--- src/rtl/sfx_sequencer.sv ---
// sfx_sequencer: arbitrates jump/score/game-over one-shots and a looping tune into buzzer note indices, one note per tick.
// Optional feature macro: SFX_PREEMPT_EN (equal-or-higher priority effect interrupts the playing one).
module sfx_sequencer #(
    parameter int CLK_HZ  = 50_000_000,
    parameter int NOTE_HZ = 4
) (
    input  logic       clk,
    input  logic       rst_n,
    input  logic       req_jump,
    input  logic       req_score,
    input  logic       req_over,
    input  logic       bgm_en,
    output logic [5:0] music_scale,
    output logic       busy,
    output logic [2:0] cur_src
);
    localparam int TICK_DIV = CLK_HZ / NOTE_HZ;
    localparam int CW = $clog2(TICK_DIV);
    typedef enum logic [1:0] {IDLE, BGM, FX} state_t;
    localparam logic [5:0] ROM [4][16] = '{
        '{6'd8, 6'd8, 6'd12, 6'd12, 6'd13, 6'd13, 6'd12, 6'd0,
          6'd11, 6'd11, 6'd10, 6'd10, 6'd9, 6'd9, 6'd8, 6'd0},
        '{6'd8, 6'd12, 6'd15, 6'd0, 6'd0, 6'd0, 6'd0, 6'd0,
          6'd0, 6'd0, 6'd0, 6'd0, 6'd0, 6'd0, 6'd0, 6'd0},
        '{6'd15, 6'd17, 6'd19, 6'd15, 6'd0, 6'd0, 6'd0, 6'd0,
          6'd0, 6'd0, 6'd0, 6'd0, 6'd0, 6'd0, 6'd0, 6'd0},
        '{6'd12, 6'd11, 6'd10, 6'd9, 6'd8, 6'd7, 6'd6, 6'd1,
          6'd0, 6'd0, 6'd0, 6'd0, 6'd0, 6'd0, 6'd0, 6'd0}
    };
    state_t        st_q;
    logic [CW-1:0] cnt_q, cnt_d;
    logic [2:0]    pend_q, pend_d, clr;
    logic [3:0]    step_q, pos_q, len;
    logic [1:0]    psel, ssel;
    logic          tick, start, preempt;
    logic [5:0]    ms_q;
    logic          busy_q;
    logic [2:0]    src_q;
    // Tick timing, arbitration and the start decision; ROM rows: 0 bgm, 1 jump, 2 score, 3 over.
    always_comb begin
        tick = cnt_q == CW'(TICK_DIV - 1);
        cnt_d = tick ? '0 : cnt_q + 1'b1;
        psel = pend_q[2] ? 2'd3 : pend_q[1] ? 2'd2 : 2'd1;
        ssel = src_q == 3'd4 ? 2'd3 : src_q == 3'd3 ? 2'd2 : src_q == 3'd2 ? 2'd1 : 2'd0;
        len = ssel == 2'd1 ? 4'd3 : ssel == 2'd2 ? 4'd4 : 4'd8;
`ifdef SFX_PREEMPT_EN
        preempt = psel >= ssel;
`else
        preempt = 1'b0;
`endif
        start = |pend_q && (st_q != FX || step_q == len || preempt);
        clr = {psel == 2'd3, psel == 2'd2, psel == 2'd1} & {3{tick && start}};
        pend_d = (pend_q & ~clr) | {req_over, req_score, req_jump};
    end
    // Free-running note tick counter.
    always_ff @(posedge clk or negedge rst_n) begin
        if (!rst_n) cnt_q <= '0;
        else cnt_q <= cnt_d;
    end
    // Sequencer FSM: pending requests every cycle, state and registered outputs only on tick.
    always_ff @(posedge clk or negedge rst_n) begin
        if (!rst_n) begin
            st_q <= IDLE;
            pend_q <= '0;
            step_q <= '0;
            pos_q <= '0;
            ms_q <= '0;
            busy_q <= 1'b0;
            src_q <= '0;
        end else begin
            pend_q <= pend_d;
            if (tick) begin
                if (start) begin
                    st_q <= FX;
                    src_q <= {1'b0, psel} + 3'd1;
                    step_q <= 4'd1;
                    ms_q <= ROM[psel][4'd0];
                    busy_q <= 1'b1;
                end else if (st_q == FX && step_q < len) begin
                    ms_q <= ROM[ssel][step_q];
                    step_q <= step_q + 1'b1;
                end else if (bgm_en) begin
                    st_q <= BGM;
                    src_q <= 3'd1;
                    step_q <= '0;
                    ms_q <= ROM[2'd0][pos_q];
                    pos_q <= pos_q + 1'b1;
                    busy_q <= 1'b0;
                end else begin
                    st_q <= IDLE;
                    src_q <= '0;
                    step_q <= '0;
                    ms_q <= '0;
                    busy_q <= 1'b0;
                    if (st_q == BGM) pos_q <= '0;
                end
            end
        end
    end
    assign music_scale = ms_q;
    assign busy = busy_q;
    assign cur_src = src_q;
endmodule

--- config.mk ---
export PLATFORM = sky130hd
export DESIGN_NAME = sfx_sequencer
export DESIGN_NICKNAME = d
export VERILOG_FILES = /design/src/rtl/sfx_sequencer.sv
export SDC_FILE = /design/constraint.sdc
export NUM_CORES = 1
export LEC_CHECK = 0
export ABC_AREA = 0
export BUFFER_PORTS_ARGS = -buffer_cell sky130_fd_sc_hd__buf_2
export CAP_MARGIN = 20
export CORE_ASPECT_RATIO = 1.1
export CORE_MARGIN = 8
export CORE_UTILIZATION = 60
export CTS_CLUSTER_DIAMETER = 50
export DETAILED_ROUTE_END_ITERATION = 8
export GPL_TIMING_DRIVEN = 0
export PLACE_DENSITY = 0.84
export SYNTH_ARGS = -nofsm -noshare
export SYNTH_HDL_FRONTEND = slang
export SYNTH_SLANG_ARGS = --single-unit
--- constraint.sdc ---
create_clock -name clk -period 3.8 [get_ports clk]
set_input_delay 0.76 -clock clk [delete_from_list [all_inputs] [get_ports clk]]
set_output_delay 0.76 -clock clk [all_outputs]
set_load 0.01 [all_outputs]
==> key figures, run 1 <==
Synth
  • Yosys reg bits: 45
  • Cells after synthesis: 268
  • Synth area leaders: dfrtp_1, xor2_1, ha_1, nor2_1, nand2_1
  • Avg Cell Area, Syn: 9.47 um^2
  • Seq/Total Area, Yosys: 0.444
  • Area leader, netlist: dfrtp_1
  • Post-synth top area share: 0.444
  • YS warnings: 0
  • Post-synth ARST share: 1.00
  • Netlist Area Pre-Place: 2540 um^2
  • Syn nets: 283
  • Unique masters post-synth: 51
  • Top_reg_cell synth: dfrtp_1
  • Post-synth EDFFs: 0

Power
  • Internal Pwr Total: 0.675 mW
  • Switching share of power: 0.201
  • Clk pwr share: 0.413
  • PwrDens: 301 nW/um^2
  • Worst vdd ir: 0.240 mV
  • Leak: 1.25 nW
  • Sw Pwr: 0.169 mW
  • Sequential share of power: 0.566
  • Power share of the combinational group: 0.021

Critical path
  • WP data required: 3980 ps
  • CP max FO: 10
  • CP endpoint kind: flop
  • Critical path class: reg -> reg
  • Worst Setup Start Kind: flop
  • Arrival @ worst endpoint: 3490 ps

Floorplanning
  • # IOs: 16
  • Die Y: 84.2 um
  • Die width: 78.0 um
  • Cell Rows: 25
  • Die ar.: 6570 um^2
  • Initial Util: 0.606
  • Core area: 4190 um^2

Timing
  • Hold slack: 422 ps
  • RSZ-0062 raised after global routing: false
  • Clk_skew: 10.2 ps
  • Fmax achieved: 0.302 GHz
  • Post-route minimum period: 3310 ps
  • Final max-slew violation count: 0
  • Hold Vio Cnt, Final: 0
  • Tcrit/Tclk final: 0.871
  • Worst Tran Pin Value: 989 ps
  • Rel. slew slack: 0.336
  • Setup TNS Final: 0 ps
  • Final setup viols: 0

Placement
  • Placed Cells: 336
  • Buffers on Ports: 14
  • Routability-driven placement congestion ratio: 0.840
  • Final HPWL from detailed placement: 3940 um

Drt
  • Routed Antenna Nets: 0
  • DR WL/cell: 15.9 um
  • Routed via count: 2045
  • DR iter-0 viols: 155
  • Drt via density: 5.94
  • Drt total wl: 5470 um
  • DRT Pass-1 Iters: 4
  • DRC: 0

CTS
  • CTS Root Cell: clkbuf_8
  • Cts bufs inserted: 5
  • Post-CTS setup buffer count: 0
  • PostCTS Resize Cnt: 0
  • Clk buf depth: 2
  • Clk_lat worst skew: 300 ps
  • Worst-path clk slew: 80 ps
  • Clk sinks: 45
  • Hold_buf cts: 0
  • CTS tree: done
  • # H-tree levels: 2

Layout
  • Util after Layout: 0.670
  • Number of antenna diodes: 0
  • Most frequent cells in the layout: dfrtp_1, nor2_1, nand2_1
  • Final net count: 305
  • Commonest non-fill, non-tap cell in the layout: dfrtp_1
  • Area grow syn2layout: 10.6%
  • Fill count: 332
  • Layout cells sized above 1: 0.114
  • Non-filler cells, final: 344

Global routing
  • Number of global-route vias before repair: 2101
  • Remaining Overflow, GRT: 0
  • Total GRT Usage: 0.175
  • First-pass GRT wire length: 9430 um
  • Largest net degree at the start of global routing: 46
  • Initial antenna violation count: 0

Hold path
  • Hold/Removal Path Class: in -> async

Status
  • Status: finished, final reports clean

Run
  • MaxCap Viol Count: 0
-- stage by stage --
stage	power (mW)	setup WS, ps	instance area [um^2]
finish	0.845	489	2810
global placement	0.502	591	2680
CTS	0.854	500	2780
floorplan	0.490	888	2540
global route	0.872	177	2810
detailed placement	0.502	529	2680
-- layer usage --
| layer | track usage | up-vias | part of all wire |
|---|---|---|---|
| met5 | 0 | - | 0 |
| met4 | 0.0658 | 0 | 0.013 |
| met3 | 0.0385 | 7 | 0.035 |
| met2 | 0.322 | 36 | 0.54 |
| met1 | 0.188 | 996 | 0.41 |
| li1 | - | 1006 | - |
-- sequential cells by signal, indices dropped and copies added, names as in the netlist --
name / cells
cnt_q: 24
music_scale: 5
step_q: 4
st_q: 2
pend_q: 3
pos_q: 4
cur_src: 3
-- kinds of logic after synthesis --
| group | Yosys count | share of synthesized area |
|---|---|---|
| DFF | 45 | 0.444 |
| buffers and inverters | 23 | 0.0404 |
| and+or+nand+nor | 112 | 0.235 |
| xor gates and xnor gates | 22 | 0.0759 |
| AOI/OAI and AO/OA | 52 | 0.142 |
| muxes | 3 | 0.0138 |
| other | 1 | 0.00148 |
| adders and majority gates | 10 | 0.0483 |
-- cell type report --
| class | instances | area, um^2 | area share |
|---|---|---|---|
| inverter | 13 | 48.8 | 0.0174 |
| sequential | 45 | 1130 | 0.401 |
| tap | 54 | 67.6 | 0.0241 |
| multi-input combinational | 200 | 1310 | 0.467 |
| timing repair buffer | 15 | 97.6 | 0.0348 |
| clock inverter | 2 | 35.0 | 0.0125 |
| buffer | 10 | 53.8 | 0.0192 |
| clock buffer | 5 | 68.8 | 0.0245 |
-- path summary, 6_finish.rpt --
path	endpoint	slack, ps	startpoint	cells past startpoint
worst max register to register	cur_src[0]	490	cur_src[1]	10
min in group clk	music_scale[4]	490	music_scale[4]	2
worst min-delay path	music_scale[4]	420	rst_n	1
worst min register to register	music_scale[4]	490	music_scale[4]	2
max in group asynchronous	st_q[0]	2870	rst_n	2
worst max-delay path	cur_src[0]	490	cur_src[1]	10
-- Yosys cell counts, types with 2 or more instances --
library cell,number
dfrtp_1,45
nor2_1,26
nand2_1,25
inv_1,13
xor2_1,13
a21oi_1,12
nand3_1,12
nand4_1,11
ha_1,9
xnor2_1,9
o21ai_0,8
a31oi_1,7
clkbuf_1,6
and2_1,5
nor2b_1,5
and3_1,4
nand2b_1,4
nor3_1,4
a21o_1,3
and4_1,3
nor4_1,3
a211o_1,2
a211oi_1,2
a22o_1,2
a32o_1,2
buf_4,2
mux2i_1,2
nor3_2,2
nor3b_1,2
o2111ai_1,2
o2bb2ai_1,2
o41ai_1,2
-- worst max-delay path, cell delays in order, from the launching register on --
cell	delay, ps
dfrtp_1	450
nor2b_1	260
clkbuf_1	350
a21oi_1	130
ha_1	330
inv_1	40
ha_1	310
a211o_1	350
nor3_2	550
nand2b_1	300
a21oi_1	120
-- power groups by stage --
stage / combinational (mW) / clock (mW) / sequential [mW]
finish: 0.0174 / 0.349 / 0.478
global route: 0.0199 / 0.374 / 0.478
CTS: 0.0145 / 0.361 / 0.478
detailed placement: 0.0145 / 0 / 0.488
global placement: 0.0141 / 0 / 0.488
floorplan: 0.00186 / 0 / 0.488
Note: power is estimated with default switching activity, not from simulation.
==> run 2, diff against run 1 <==
--- a/config.mk
+++ b/config.mk
@@ -8,13 +8,13 @@
 export ABC_AREA = 0
 export BUFFER_PORTS_ARGS = -buffer_cell sky130_fd_sc_hd__buf_2
 export CAP_MARGIN = 20
-export CORE_ASPECT_RATIO = 1.1
 export CORE_MARGIN = 8
 export CORE_UTILIZATION = 60
 export CTS_CLUSTER_DIAMETER = 50
 export DETAILED_ROUTE_END_ITERATION = 8
 export GPL_TIMING_DRIVEN = 0
 export PLACE_DENSITY = 0.84
+export RECOVER_POWER = 50
 export SYNTH_ARGS = -nofsm -noshare
 export SYNTH_HDL_FRONTEND = slang
 export SYNTH_SLANG_ARGS = --single-unit
==> run 2 against run 1 <==
Net effect:
- setup slack lost 18 ps
- first-iteration DRC count grew 19%
- critical path type unchanged
- core utilization grew 1.9 points
- sequential cell count is the same
- clock skew grew 2.4 ps
- count of clock-buffer cells in the layout grew 2
- sequential power is essentially flat
- combinational power shrank 22%
- clock power shrank 9.5%
- the flow now finishes with violations (max-capacitance violations, max-slew violations)
- fmax shrank 0.54%
==> key figures, run 2 (same netlist as run 1, synthesis figures left out) <==
Status
  • Status: complete, but fails checks
  • Failing checks: max-capacitance violations, max-slew violations

Global routing
  • Remaining Overflow, GRT: 0
  • First-pass GRT wire length: 9150 um
  • Largest net degree at the start of global routing: 46
  • Total GRT Usage: 0.176
  • Number of global-route vias before repair: 2020
  • Initial antenna violation count: 0

Timing
  • Hold slack: 254 ps
  • Hold Vio Cnt, Final: 0
  • Worst setup margin: 471 ps
  • Fmax achieved: 0.300 GHz
  • Post-route minimum period: 3330 ps
  • Final max-slew violation count: 44
  • Worst Tran Pin Value: 2240 ps
  • RSZ-0062 raised after global routing: false
  • Setup TNS Final: 0 ps
  • Clk_skew: 12.6 ps
  • Final setup viols: 0
  • Tcrit/Tclk final: 0.876
  • Rel. slew slack: -0.495

CTS
  • # H-tree levels: 2
  • PostCTS Resize Cnt: 0
  • Hold_buf cts: 0
  • CTS tree: done
  • Cts bufs inserted: 5
  • Post-CTS setup buffer count: 0
  • Worst-path clk slew: 80 ps
  • Clk sinks: 45
  • Clk_lat worst skew: 300 ps
  • CTS Root Cell: clkbuf_8
  • Clk buf depth: 2

Critical path
  • Start point of the critical path: cur_src[1]
  • CP endpoint kind: flop
  • Worst Setup Start Kind: flop
  • CP max FO: 10
  • WP data required: 4020 ps
  • RR Startpoint: cur_src[1]
  • Critical path class: reg -> reg
  • Arrival @ worst endpoint: 3550 ps

Layout
  • Final net count: 305
  • Number of flip-flops under the largest register name: 24
  • Number of antenna diodes: 0
  • Most frequent cells in the layout: dfrtp_1, nor2_1, nand2_1
  • Design area: 2780 um^2
  • Area grow syn2layout: 9.31%
  • Commonest non-fill, non-tap cell in the layout: dfrtp_1
  • Layout cells sized above 1: 0.110
  • Top reg by flops: cnt_q

Floorplanning
  • Die ar.: 6570 um^2
  • Die Y: 81.0 um
  • Initial Util: 0.630
  • Die width: 81.0 um
  • Cell Rows: 23
  • Core area: 4030 um^2
  • # IOs: 16

Power
  • Sw Pwr: 0.162 mW
  • Sequential share of power: 0.592
  • Leak: 1.24 nW
  • Internal Pwr Total: 0.646 mW
  • PwrDens: 291 nW/um^2
  • Worst vdd ir: 0.211 mV
  • Clk pwr share: 0.391
  • Power share of the combinational group: 0.017
  • Switching share of power: 0.201

Placement
  • Buffers on Ports: 14
  • Routability-driven placement congestion ratio: 0.816
  • Pre-CTS WS: 587 ps
  • Final HPWL from detailed placement: 3860 um
  • Placed Instance Area: 2670 um^2

Drt
  • Routed via count: 2041
  • DRT Pass-1 Iters: 4
  • DRC: 0
  • DR WL/cell: 15.6 um
  • Drt via density: 5.99
  • Drt total wl: 5330 um
  • DR iter-0 viols: 184
  • Routed Antenna Nets: 0

Run
  • MaxCap Viol Count: 1

Hold path
  • Hold/Removal Path Class: in -> async
==> run 2: layer usage <==
metal | vias to the layer above | global-route usage | wire, um
met1 | 974 | 0.209 | 2290
met3 | 13 | 0.0430 | 259
met5 | - | 0 | 0
met2 | 47 | 0.297 | 2640
li1 | 1007 | - | -
met4 | 0 | 0.0732 | 148
==> run 2: worst max-delay path, stage by stage (launching register included) <==
cell and delay (ps):
dfrtp_1 440, nor2b_1 230, clkbuf_1 350, a21oi_1 130
ha_1 340, inv_1 50, ha_1 300, a211o_1 340
nor3_2 550, o2111ai_1 300, a31oi_1 230
==> run 2: through the flow <==
stage	util	std cells	total power, mW
2_1_floorplan	-	268	0.490
3_3_place_gp	0.663	332	0.502
3_5_place_dp	0.663	332	0.502
4_1_cts	0.688	340	0.820
5_1_grt	0.689	341	0.845
6_report	0.689	341	0.808
==> run 2: power by group through the flow <==
stage	Clock, mW	Combinational, mW	Sequential, mW
after floorplan	0	0.00186	0.488
after global placement	0	0.0142	0.488
after detailed placement	0	0.0141	0.488
after CTS	0.327	0.0142	0.478
after global routing	0.350	0.0160	0.478
final	0.316	0.0136	0.478
==> run 2: area by class of cell <==
class | instances | area [um^2]
multi-input combinational | 200 | 1310
timing repair buffer | 15 | 72.6
tap | 50 | 62.6
buffer | 10 | 53.8
clock inverter | 1 | 5.00
sequential | 45 | 1130
clock buffer | 7 | 96.3
inverter | 13 | 48.8
fill | 319 | 1250
==> run 2: worst paths after layout <==
| path | cells after the start | slack [ps] | endpoint |
|---|---|---|---|
| worst max-delay path | 10 | 470 | music_scale[2] |
| min in group clk | 1 | 490 | cnt_q[0] |
| worst max register to register | 10 | 470 | music_scale[2] |
| worst min-delay path | 1 | 250 | cnt_q[2] |
| max in group asynchronous | 2 | 1200 | cnt_q[18] |
| worst min register to register | 1 | 490 | cnt_q[0] |
==> run 3, diff against run 2 <==
--- a/config.mk
+++ b/config.mk
@@ -6,14 +6,14 @@
 export NUM_CORES = 1
 export LEC_CHECK = 0
 export ABC_AREA = 0
-export BUFFER_PORTS_ARGS = -buffer_cell sky130_fd_sc_hd__buf_2
 export CAP_MARGIN = 20
 export CORE_MARGIN = 8
 export CORE_UTILIZATION = 60
 export CTS_CLUSTER_DIAMETER = 50
 export DETAILED_ROUTE_END_ITERATION = 8
+export DONT_BUFFER_PORTS = 1
 export GPL_TIMING_DRIVEN = 0
-export PLACE_DENSITY = 0.84
+export PLACE_DENSITY = 0.81
 export RECOVER_POWER = 50
 export SYNTH_ARGS = -nofsm -noshare
 export SYNTH_HDL_FRONTEND = slang
==> run 3 against run 2 <==
Net effect:
- the flow now finishes without violations
- clock power increased by 16%
- routed wire length decreased by 1.9%
- power increased by 4.9%
- highest routed layer unchanged
==> key figures, run 3 (same netlist as run 1, synthesis figures left out) <==
Placement
  • Routability-driven placement congestion ratio: 0.845
  • Buffers on Ports: 0
  • Final HPWL from detailed placement: 3720 um

CTS
  • Hold_buf cts: 0
  • Clk sinks: 45
  • Cts bufs inserted: 5
  • CTS Root Cell: clkbuf_8
  • Clk buf depth: 2
  • CTS tree: done
  • # H-tree levels: 2
  • PostCTS Resize Cnt: 0
  • Worst-path clk slew: 90 ps
  • Post-CTS setup buffer count: 0
  • Clk_lat worst skew: 300 ps

Layout
  • Register area: 1130 um^2
  • Commonest non-fill, non-tap cell in the layout: dfrtp_1
  • Layout cells sized above 1: 0.0688
  • Multi-input gate area: 1310 um^2
  • Fill count: 336
  • Area grow syn2layout: 7.00%
  • Number of antenna diodes: 0
  • Number of flip-flops under the largest register name: 24
  • Top reg by flops: cnt_q
  • Util after Layout: 0.674
  • Final net count: 290
  • Most frequent cells in the layout: dfrtp_1, nor2_1, nand2_1

Timing
  • Hold Vio Cnt, Final: 0
  • Tcrit/Tclk final: 0.902
  • Fmax achieved: 0.292 GHz
  • Post-route minimum period: 3430 ps
  • Final max-slew violation count: 0
  • RSZ-0062 raised after global routing: false
  • Final setup viols: 0
  • Setup TNS Final: 0 ps
  • Clk_skew: 10.8 ps
  • Worst Tran Pin Value: 928 ps
  • Rel. slew slack: 0.377

Critical path
  • Worst path top cell family by delay: simple AND/OR/NAND/NOR gates
  • Critical path class: reg -> reg
  • CP max stage delay: 580 ps
  • Worst Setup Start Kind: flop
  • CP cell instances: nor2b_1 > clkbuf_1 > a21oi_1 > ha_1 > inv_1 > ha_1 > nand4_1 > a31oi_1 > nor3_2 > o21ai_0 > a31oi_1
  • Bufs and invs on worst path: 2
  • Arrival @ worst endpoint: 3660 ps
  • CP endpoint kind: flop
  • WP data required: 4030 ps
  • CP max FO: 10
  • CP max stage cell: nor3_2

Drt
  • DR iter-0 viols: 124
  • DRT Pass-1 Iters: 4
  • DR WL/cell: 16.1 um
  • Drt via density: 6.19
  • Routed Antenna Nets: 0
  • DRC: 0
  • Drt total wl: 5240 um
  • Routed via count: 2018

Power
  • Leak: 1.18 nW
  • Sw Pwr: 0.171 mW
  • Worst vdd ir: 0.234 mV
  • Clk pwr share: 0.433
  • Switching share of power: 0.202
  • Internal Pwr Total: 0.676 mW
  • Sequential share of power: 0.565
  • Power share of the combinational group: 0.002
  • PwrDens: 312 nW/um^2

Floorplanning
  • # IOs: 16
  • Die width: 81.0 um
  • Core area: 4030 um^2
  • Die Y: 81.0 um
  • Die ar.: 6570 um^2
  • Initial Util: 0.630
  • Cell Rows: 23

Global routing
  • Remaining Overflow, GRT: 0
  • Initial antenna violation count: 0
  • Largest net degree at the start of global routing: 46
  • Total GRT Usage: 0.172
  • First-pass GRT wire length: 8940 um
  • Number of global-route vias before repair: 1948

Status
  • Status: finished, final reports clean

Run
  • MaxCap Viol Count: 0

Hold path
  • Hold/Removal Path Class: in -> async
-- run 3: final timing paths --
kind                                  from             end  slack (ps)  cells after the start
worst max-delay path            cur_src[1]  music_scale[1]         370                     11
worst min-delay path                 rst_n       cnt_q[23]         140                      0
worst max register to register  cur_src[1]  music_scale[1]         370                     11
worst min register to register    cnt_q[0]        cnt_q[0]         490                      1
max in group asynchronous            rst_n        cnt_q[3]        3560                      0
min in group clk                  cnt_q[0]        cnt_q[0]         490                      1
-- run 3: per-layer routing --
layer  GRT usage  share of wire  vias to the layer above
met4      0.0714          0.015                        0
met3      0.0419          0.053                        9
met5           0              0                        -
met2       0.291           0.51                       56
met1       0.204           0.42                      977
li1            -              -                      976
-- run 3: per-stage QoR --
stage          worst slack (ps)  hold slack (ps)  cell area [um^2]  power [mW]  cells
2_1_floorplan               888              454              2540       0.490    268
3_3_place_gp                470              466              2600       0.490    318
3_5_place_dp                444              466              2600       0.490    318
4_1_cts                     407              132              2720       0.854    326
5_1_grt                     110              121              2720       0.876    326
6_report                    373              141              2720       0.847    326
-- run 3: power groups by stage --
| stage | Clock, mW | Combinational, mW | Sequential [mW] |
|---|---|---|---|
| 2_1_floorplan | 0 | 0.00186 | 0.488 |
| 3_3_place_gp | 0 | 0.00191 | 0.488 |
| 3_5_place_dp | 0 | 0.00193 | 0.488 |
| 4_1_cts | 0.373 | 0.00193 | 0.478 |
| 5_1_grt | 0.395 | 0.00213 | 0.479 |
| 6_report | 0.367 | 0.00197 | 0.478 |
-- run 3: area by class of cell --
class                      instances  area share
sequential                        45       0.415
tap                               50      0.0230
clock inverter                     3      0.0170
multi-input combinational        200       0.482
clock buffer                       5      0.0253
buffer                            10      0.0198
inverter                          13      0.0180
